<file path="src/rtl/v_down_timer.sv">
// ---------------------------------------------------------------------------
// v_down_timer
//
// Loadable signed down-counter with one-shot and auto-reload modes.
//
// A LOAD with a non-negative D starts a count from D; the counter decrements
// on every CE=1 cycle while running and raises a single-cycle terminal-count
// pulse (TC) on the CE=1 cycle that finds it at zero. In one-shot mode the
// timer then parks in DONE with Q=0; in auto-reload mode it restarts from the
// last valid load value. A LOAD with a negative D is rejected: the timer goes
// idle with Q=0 and the sticky ERR flag is set until the next CLR.
//
// Ports
//   C     in   clock, rising edge
//   CLR   in   asynchronous reset, active high
//   LOAD  in   load D / MODE and start (priority over everything else)
//   D     in   signed start / reload value, WIDTH bits
//   MODE  in   0 = one-shot, 1 = auto-reload (sampled only with LOAD)
//   CE    in   count enable; 0 pauses a running count
//   Q     out  current count (registered, never negative)
//   TC    out  terminal-count pulse (registered)
//   BUSY  out  high while the timer is running (state decode)
//   ERR   out  sticky negative-load flag (registered)
// ---------------------------------------------------------------------------
`timescale 1ns/1ps

module v_down_timer #(
    parameter int WIDTH = 4
) (
    input  logic                    C,
    input  logic                    CLR,
    input  logic                    LOAD,
    input  logic signed [WIDTH-1:0] D,
    input  logic                    MODE,
    input  logic                    CE,
    output logic signed [WIDTH-1:0] Q,
    output logic                    TC,
    output logic                    BUSY,
    output logic                    ERR
);

    typedef enum logic [1:0] {
        IDLE = 2'd0,
        RUN  = 2'd1,
        DONE = 2'd2
    } state_t;

    localparam logic signed [WIDTH-1:0] ZERO = '0;
    localparam logic signed [WIDTH-1:0] ONE  = WIDTH'(1);

    state_t                  state_q,  state_d;
    logic signed [WIDTH-1:0] count_q,  count_d;
    logic signed [WIDTH-1:0] reload_q, reload_d;
    logic                    mode_q,   mode_d;
    logic                    tc_q,     tc_d;
    logic                    err_q,    err_d;

    // The sign bit alone decides whether a load is accepted.
    logic load_neg;
    assign load_neg = D[WIDTH-1];

    // -----------------------------------------------------------------------
    // Next-state logic
    // -----------------------------------------------------------------------
    always_comb begin
        // NOTE: every signal gets a default before any branch so no path
        // leaves it unassigned, which would otherwise infer a latch.
        state_d  = state_q;
        count_d  = count_q;
        reload_d = reload_q;
        mode_d   = mode_q;
        err_d    = err_q;
        tc_d     = 1'b0;   // TC is a pulse: low unless set below

        if (LOAD) begin
            // LOAD outranks CE and terminal-count handling.
            if (load_neg) begin
                err_d   = 1'b1;
                state_d = IDLE;
                count_d = ZERO;
            end else begin
                count_d  = D;
                reload_d = D;
                mode_d   = MODE;
                state_d  = RUN;
            end
        end else if (state_q == RUN && CE) begin
            if (count_q > ZERO) begin
                // Decrement only above zero: Q can never underflow or wrap.
                count_d = count_q - ONE;
            end else begin
                tc_d = 1'b1;
                if (mode_q) begin
                    // With RELOAD=0 this re-fires TC on every enabled cycle.
                    count_d = reload_q;
                end else begin
                    state_d = DONE;
                end
            end
        end
        // IDLE / DONE, or RUN with CE=0: everything holds, TC drops.
    end

    // -----------------------------------------------------------------------
    // State registers
    // -----------------------------------------------------------------------
    always_ff @(posedge C or posedge CLR) begin
        if (CLR) begin
            state_q  <= IDLE;
            count_q  <= ZERO;
            reload_q <= ZERO;
            mode_q   <= 1'b0;
            tc_q     <= 1'b0;
            err_q    <= 1'b0;
        end else begin
            // NOTE: non-blocking assignments so every register samples the
            // pre-edge values, independent of statement order.
            state_q  <= state_d;
            count_q  <= count_d;
            reload_q <= reload_d;
            mode_q   <= mode_d;
            tc_q     <= tc_d;
            err_q    <= err_d;
        end
    end

    // -----------------------------------------------------------------------
    // Outputs: registers or a pure decode of the state register
    // -----------------------------------------------------------------------
    assign Q    = count_q;
    assign TC   = tc_q;
    assign ERR  = err_q;
    assign BUSY = (state_q == RUN);

endmodule
</file>
<file path="config.mk">
export PLATFORM = sky130hd
export DESIGN_NAME = v_down_timer
export DESIGN_NICKNAME = d
export VERILOG_FILES = /design/src/rtl/v_down_timer.sv
export SDC_FILE = /design/constraint.sdc
export NUM_CORES = 1
export LEC_CHECK = 0
export CORE_AREA = 2 2 43 53
export DETAILED_ROUTE_END_ITERATION = 7
export DIE_AREA = 0 0 45 55
export PLACE_DENSITY = 0.67
export SETUP_SLACK_MARGIN = 0.02
export SKIP_CTS_REPAIR_TIMING = 1
export SYNTH_ARGS = -nofsm -noshare
export SYNTH_HDL_FRONTEND = slang
export SYNTH_SLANG_ARGS = --single-unit
</file>
<file path="constraint.sdc">
create_clock -name C -period 1.59 [get_ports C]
set_input_delay 0.159 -clock C [delete_from_list [all_inputs] [get_ports C]]
set_output_delay 0.159 -clock C [all_outputs]
set_load 0.01 [all_outputs]
</file>
==> impl_metrics.env, run 1 <==
export IMPL_placement_io_buffers=15
export IMPL_critPathArrivalTime_ns=1.67
export IMPL_synth_edf_count=0
export IMPL_grt_pass1_vias=549
export IMPL_cts_sinks=12
export IMPL_ys_flop_type="dfrtp_1"
export IMPL_antenna_found_initial=0
export IMPL_antenna_cells=0
export IMPL_synth_most_common_cell="nand2_1"
export IMPL_grt_util_all_layers=0.132
export IMPL_ant_nets=0
export IMPL_synth_distinct_cells=26
export IMPL_dp_cells=107
export IMPL_tightest_slew_ns=0.447
export IMPL_worstPathMaxFanout=3
export IMPL_initial_core_util=0.317
export IMPL_period_share=0.950
export IMPL_peakVddDrop_uv=675
export IMPL_dpl_hpwl_um=1020
export IMPL_cts_buffer_depth=2
export IMPL_finalWirelength_um=1350
export IMPL_cts_root_buf="clkbuf_4"
export IMPL_slew_viol_final=0
export IMPL_gp_congestion=0.831
export IMPL_clk_pin_slew_worst_paths_ns=0.07
export IMPL_fill_cells=206
export IMPL_die_w_um=45
export IMPL_synth_area_leaders="dfrtp_1 (48%), nand2_1 (9.0%), nand2b_1 (4.0%), nor3_1 (3.2%), o21ai_0 (3.2%)"
export IMPL_route_detailed_drc=0
export IMPL_core_area_um2=1980
export IMPL_seq_area_frac_synth=0.478
export IMPL_fin_skew_ns=0.00108
export IMPL_yosys_area_top_type="dfrtp_1"
export IMPL_p_sw_uw=339
export IMPL_die_area_um2=2480
export IMPL_syn_num_nets=79
export IMPL_p_int_uw=706
export IMPL_critPathKind="register to register"
export IMPL_synth_commonest_cells="nand2_1 (15), dfrtp_1 (12)"
export IMPL_layout_setup_ws_ns=0.0798
export IMPL_std_cell_rows=18
export IMPL_r2r_start="Q[0]"
export IMPL_p_per_area_nw_per_um2=1200
export IMPL_min_period_ns=1.51
export IMPL_die_h_um=55
export IMPL_cts_buffers=3
export IMPL_hold_path_class="primary input to asynchronous set/reset pin"
export IMPL_drive_above_1_share=0.143
export IMPL_num_vias=578
export IMPL_finalSetupViolCount=0
export IMPL_rsz0062_at_grt="false"
export IMPL_tritoncts="done"
export IMPL_crit_path_end_kind="register"
export IMPL_ys_warn_count=0
export IMPL_crit_family="flip-flops"
export IMPL_pre_cts_ws_ns=0.0458
export IMPL_grt_pass1_wl_um=2280
export IMPL_setup_tns_final_ns=0
export IMPL_p_leak_nw=0.403
export IMPL_dr_pass1_iters=3
export IMPL_drt_initial_drc_count=8
export IMPL_crit_path_cell_trace="inv_2, ha_2, nand2b_1, a21o_1, a21oi_2, mux2_1"
export IMPL_synthCells=69
export IMPL_clk_insertion_delay_late_ns=0.27
export IMPL_p_clk_frac=0.232
export IMPL_slew_headroom=0.702
export IMPL_cpPeakStageDelay_ns=0.39
export IMPL_pwr_share_comb=0.391
export IMPL_final_nets=102
export IMPL_hold_viol_final=0
export IMPL_fmax_ghz=0.662
export IMPL_async_reset_ff_frac=1.00
export IMPL_grt_max_degree=13
export IMPL_avgSynthCellArea_um2=9.10
export IMPL_instances_no_fill=111
export IMPL_cp_slowest_cell="dfrtp_1"
export IMPL_syn_cell_area_um2=628
export IMPL_ios=16
export IMPL_overflow=0
export IMPL_cap_viol_max_count=0
export IMPL_area_growth_pct=39.2
export IMPL_htreeDepth=1
export IMPL_switching_share=0.325
export IMPL_wl_per_cell_um=12.2
export IMPL_crit_required_ns=1.75
export IMPL_seq_power_share=0.376
export IMPL_crit_path_start_kind="register"
export IMPL_synth_ff_latch_count=12
export IMPL_crit_path_start="Q[0]"
export IMPL_cp_num_buf_inv=1
export IMPL_synth_top_cell_area_share=0.478
export IMPL_routed_via_density=5.21
export IMPL_status="completed"
-- per-stage QoR --
| step | hold WS [ns] | util | power (mW) | area [um^2] |
|---|---|---|---|---|
| floorplan | 0.0237 | - | 0.623 | 628 |
| global placement | 0.443 | 0.418 | 0.797 | 828 |
| detailed placement | 0.444 | 0.418 | 0.801 | 828 |
| CTS | 0.211 | 0.436 | 1.05 | 865 |
| global route | 0.246 | 0.441 | 1.12 | 875 |
| finish | 0.184 | 0.441 | 1.05 | 875 |
-- sequential cells by signal, summed over array words and instances (netlist names) --
| name | cells |
|---|---|
| state_q | 2 |
| mode_q | 1 |
| TC | 1 |
| Q | 4 |
| ERR | 1 |
| reload_q | 3 |
-- power by group through the flow --
stage	logic (mW)	registers [mW]	clock network [mW]
detailed placement	0.404	0.398	0
global placement	0.403	0.393	0
floorplan	0.211	0.412	0
CTS	0.405	0.392	0.250
finish	0.409	0.394	0.243
global route	0.462	0.399	0.262
-- layout make-up --
type	instances	area (um^2)	area share
clock buffers	4	36.3	0.0415
inverters	4	15.0	0.0172
multi-input cells	52	315	0.361
flip-flops and latches	12	300	0.343
well taps	20	25.0	0.0286
repair buffers	19	183	0.209
-- path summary, 6_finish.rpt --
path / end / slack [ns] / cells past startpoint
setup / recovery: Q[1] / 0.08 / 6
hold / removal: state_q[1] / 0.18 / 2
setup reg to reg: Q[1] / 0.08 / 6
hold reg to reg: ERR / 0.46 / 1
max in group asynchronous: Q[2] / 1.10 / 2
min in group C: mode_q / 0.41 / 3
-- worst register-to-register path: stages (launching register included) --
cell      delay (ns)
dfrtp_1         0.39
inv_2           0.06
ha_2            0.17
nand2b_1        0.09
a21o_1          0.20
a21oi_2         0.15
mux2_1          0.33
-- metal layers --
metal / GRT usage / share of wire / up-vias
li1: - / - / 286
met1: 0.153 / 0.44 / 276
met2: 0.210 / 0.48 / 12
met3: 0.0195 / 0.039 / 4
met4: 0.118 / 0.036 / 0
met5: 0 / 0 / -
-- cells by family after synthesis --
family	after synthesis	synth area share
buf+inv	5	0.0319
simple gates	34	0.269
compound gates	15	0.167
mux	2	0.0339
fa+ha+maj	1	0.0199
flops	12	0.478
-- cells in the final DEF (no fill, tap or decap), types with 2 or more instances in the layout --
| cell type | n |
|---|---|
| o31ai_1 | 2 |
| dfrtp_1 | 12 |
| clkbuf_4 | 3 |
| inv_1 | 3 |
| nor2_1 | 2 |
| o21ai_0 | 4 |
| buf_4 | 4 |
| a21o_1 | 2 |
| nor3_1 | 3 |
| nand2_1 | 15 |
| a211oi_1 | 2 |
| clkdlybuf4s50_1 | 14 |
| nor2b_1 | 3 |
| nand2b_1 | 4 |
Power figures use the tool's default switching activity.
==> run 2, diff against run 1 <==
Settings changed: CORE_AREA 2 2 43 53 to 2 2 43 45, DIE_AREA 0 0 45 55 to 0 0 45 47, PLACE_DENSITY 0.67 to 0.77, RECOVER_POWER set to 100.
==> impl_metrics.env, run 2 (synthesis results as in run 1) <==
export IMPL_worst_r2r_cell_count=6
export IMPL_crit_path_end="Q[1]"
export IMPL_largest_reg_flops=4
export IMPL_antenna_found_initial=0
export IMPL_fmax_ghz=0.658
export IMPL_clk_insertion_delay_late_ns=0.28
export IMPL_dpl_hpwl_um=1040
export IMPL_tightest_slew_ns=0.453
export IMPL_grt_pass1_wl_um=2220
export IMPL_slew_viol_final=0
export IMPL_cts_sinks=12
export IMPL_dp_cells=103
export IMPL_layout_commonest_cell="nand2_1"
export IMPL_r2r_setup_slack_ns=0.07
export IMPL_antenna_cells=0
export IMPL_stdcell_area_um2=895
export IMPL_placed_area_um2=817
export IMPL_route_detailed_drc=0
export IMPL_hold_viol_final=0
export IMPL_core_area_um2=1650
export IMPL_final_nets=103
export IMPL_ios=16
export IMPL_hold_path_class="primary input to asynchronous set/reset pin"
export IMPL_finalWirelength_um=1390
export IMPL_crit_path_end_kind="register"
export IMPL_crit_required_ns=1.75
export IMPL_gp_congestion=0.878
export IMPL_layout_setup_ws_ns=0.0696
export IMPL_r2r_start="Q[0]"
export IMPL_crit_path_start_kind="register"
export IMPL_power_mw=1.10
export IMPL_routed_via_density=5.36
export IMPL_drive_above_1_share=0.174
export IMPL_crit_path_start="Q[0]"
export IMPL_final_cell_mix="nand2_1 (15), dfrtp_1 (12), clkdlybuf4s50_1 (9)"
export IMPL_cts_buffer_depth=2
export IMPL_die_w_um=45
export IMPL_wl_per_cell_um=12.8
export IMPL_cpPeakStageDelay_ns=0.39
export IMPL_setup_tns_final_ns=0
export IMPL_pre_cts_ws_ns=0.0184
export IMPL_peakVddDrop_uv=561
export IMPL_dr_pass1_iters=4
export IMPL_crit_path_cell_trace="inv_1, ha_4, nand2b_4, a21o_1, a21oi_2, mux2_1"
export IMPL_clk_pin_slew_worst_paths_ns=0.08
export IMPL_grt_max_degree=13
export IMPL_cap_viol_max_count=0
export IMPL_critPathArrivalTime_ns=1.68
export IMPL_min_period_ns=1.52
export IMPL_cts_buffers=3
export IMPL_period_share=0.956
export IMPL_die_area_um2=2120
export IMPL_grt_util_all_layers=0.150
export IMPL_std_cell_rows=15
export IMPL_fin_skew_ns=0.00404
export IMPL_tritoncts="done"
export IMPL_cp_slowest_cell="dfrtp_1"
export IMPL_ant_nets=0
export IMPL_worstPathMaxFanout=3
export IMPL_num_vias=584
export IMPL_area_growth_pct=42.4
export IMPL_fill_cells=165
export IMPL_r2r_end="Q[1]"
export IMPL_placement_io_buffers=15
export IMPL_overflow=0
export IMPL_instances_no_fill=109
export IMPL_rsz0062_at_grt="false"
export IMPL_slew_headroom=0.698
export IMPL_initial_core_util=0.380
export IMPL_htreeDepth=1
export IMPL_critPathKind="register to register"
export IMPL_status="completed"
export IMPL_p_leak_nw=0.403
export IMPL_drt_initial_drc_count=7
export IMPL_grt_pass1_vias=552
export IMPL_die_h_um=47
export IMPL_cts_root_buf="clkbuf_4"
export IMPL_finalSetupViolCount=0
export IMPL_p_per_area_nw_per_um2=1230
## run 2: changes by cell type in the layout (fill, tap and decap cells not counted), sizes merged
cell	delta
clkbuf	+2
clkdlybuf4s50	-5
dlygate4sd3	+5
dlymetal6s2s	-1
## run 2: stage by stage
step / util / hold WS [ns]
6_report: 0.542 / 0.315
4_1_cts: 0.517 / 0.203
2_1_floorplan: - / 0.0237
5_1_grt: 0.542 / 0.380
3_3_place_gp: 0.495 / 0.444
3_5_place_dp: 0.495 / 0.459
## run 2: worst max-delay path, delay by kind of cell (launching register included)
kind / cells / cell delay [ns]
AO/OA/AOI/OAI: 2 / 0.33
adder cells (fa/ha/maj): 1 / 0.17
buffers and inverters: 1 / 0.13
flip-flops: 1 / 0.39
multiplexers: 1 / 0.33
AND/OR/NAND/NOR: 1 / 0.06
## run 2: cell type report
class                   count  area (um^2)  area share
inverters                   4         15.0      0.0168
multi-input cells          52          340       0.380
well taps                  17         21.3      0.0238
repair buffers             20          181       0.203
clock buffers               4         36.3      0.0406
flip-flops and latches     12          300       0.336
## run 2: worst min-delay path by stage
stage                     depth (start not counted)  slack [ns]  from   to
after CTS                                         2        0.20   CLR  ERR
after detailed placement                          1        0.46   ERR  ERR
after floorplan                                   1        0.02   CLR  ERR
final                                             2        0.31   CLR  ERR
after global routing                              2        0.38   CLR  ERR
after global placement                            1        0.44   ERR  ERR
## run 2: routing by layer
| layer | GRT usage | share of wire |
|---|---|---|
| met4 | 0.118 | 0.027 |
| met3 | 0.0269 | 0.045 |
| met1 | 0.191 | 0.45 |
| met2 | 0.226 | 0.48 |
| met5 | 0 | 0 |
## run 2: where the power goes
group / total, mW / switching (mW) / internal (mW)
sequential: 0.399 / 0.0463 / 0.353
clock: 0.248 / 0.109 / 0.139
combinational: 0.453 / 0.211 / 0.242
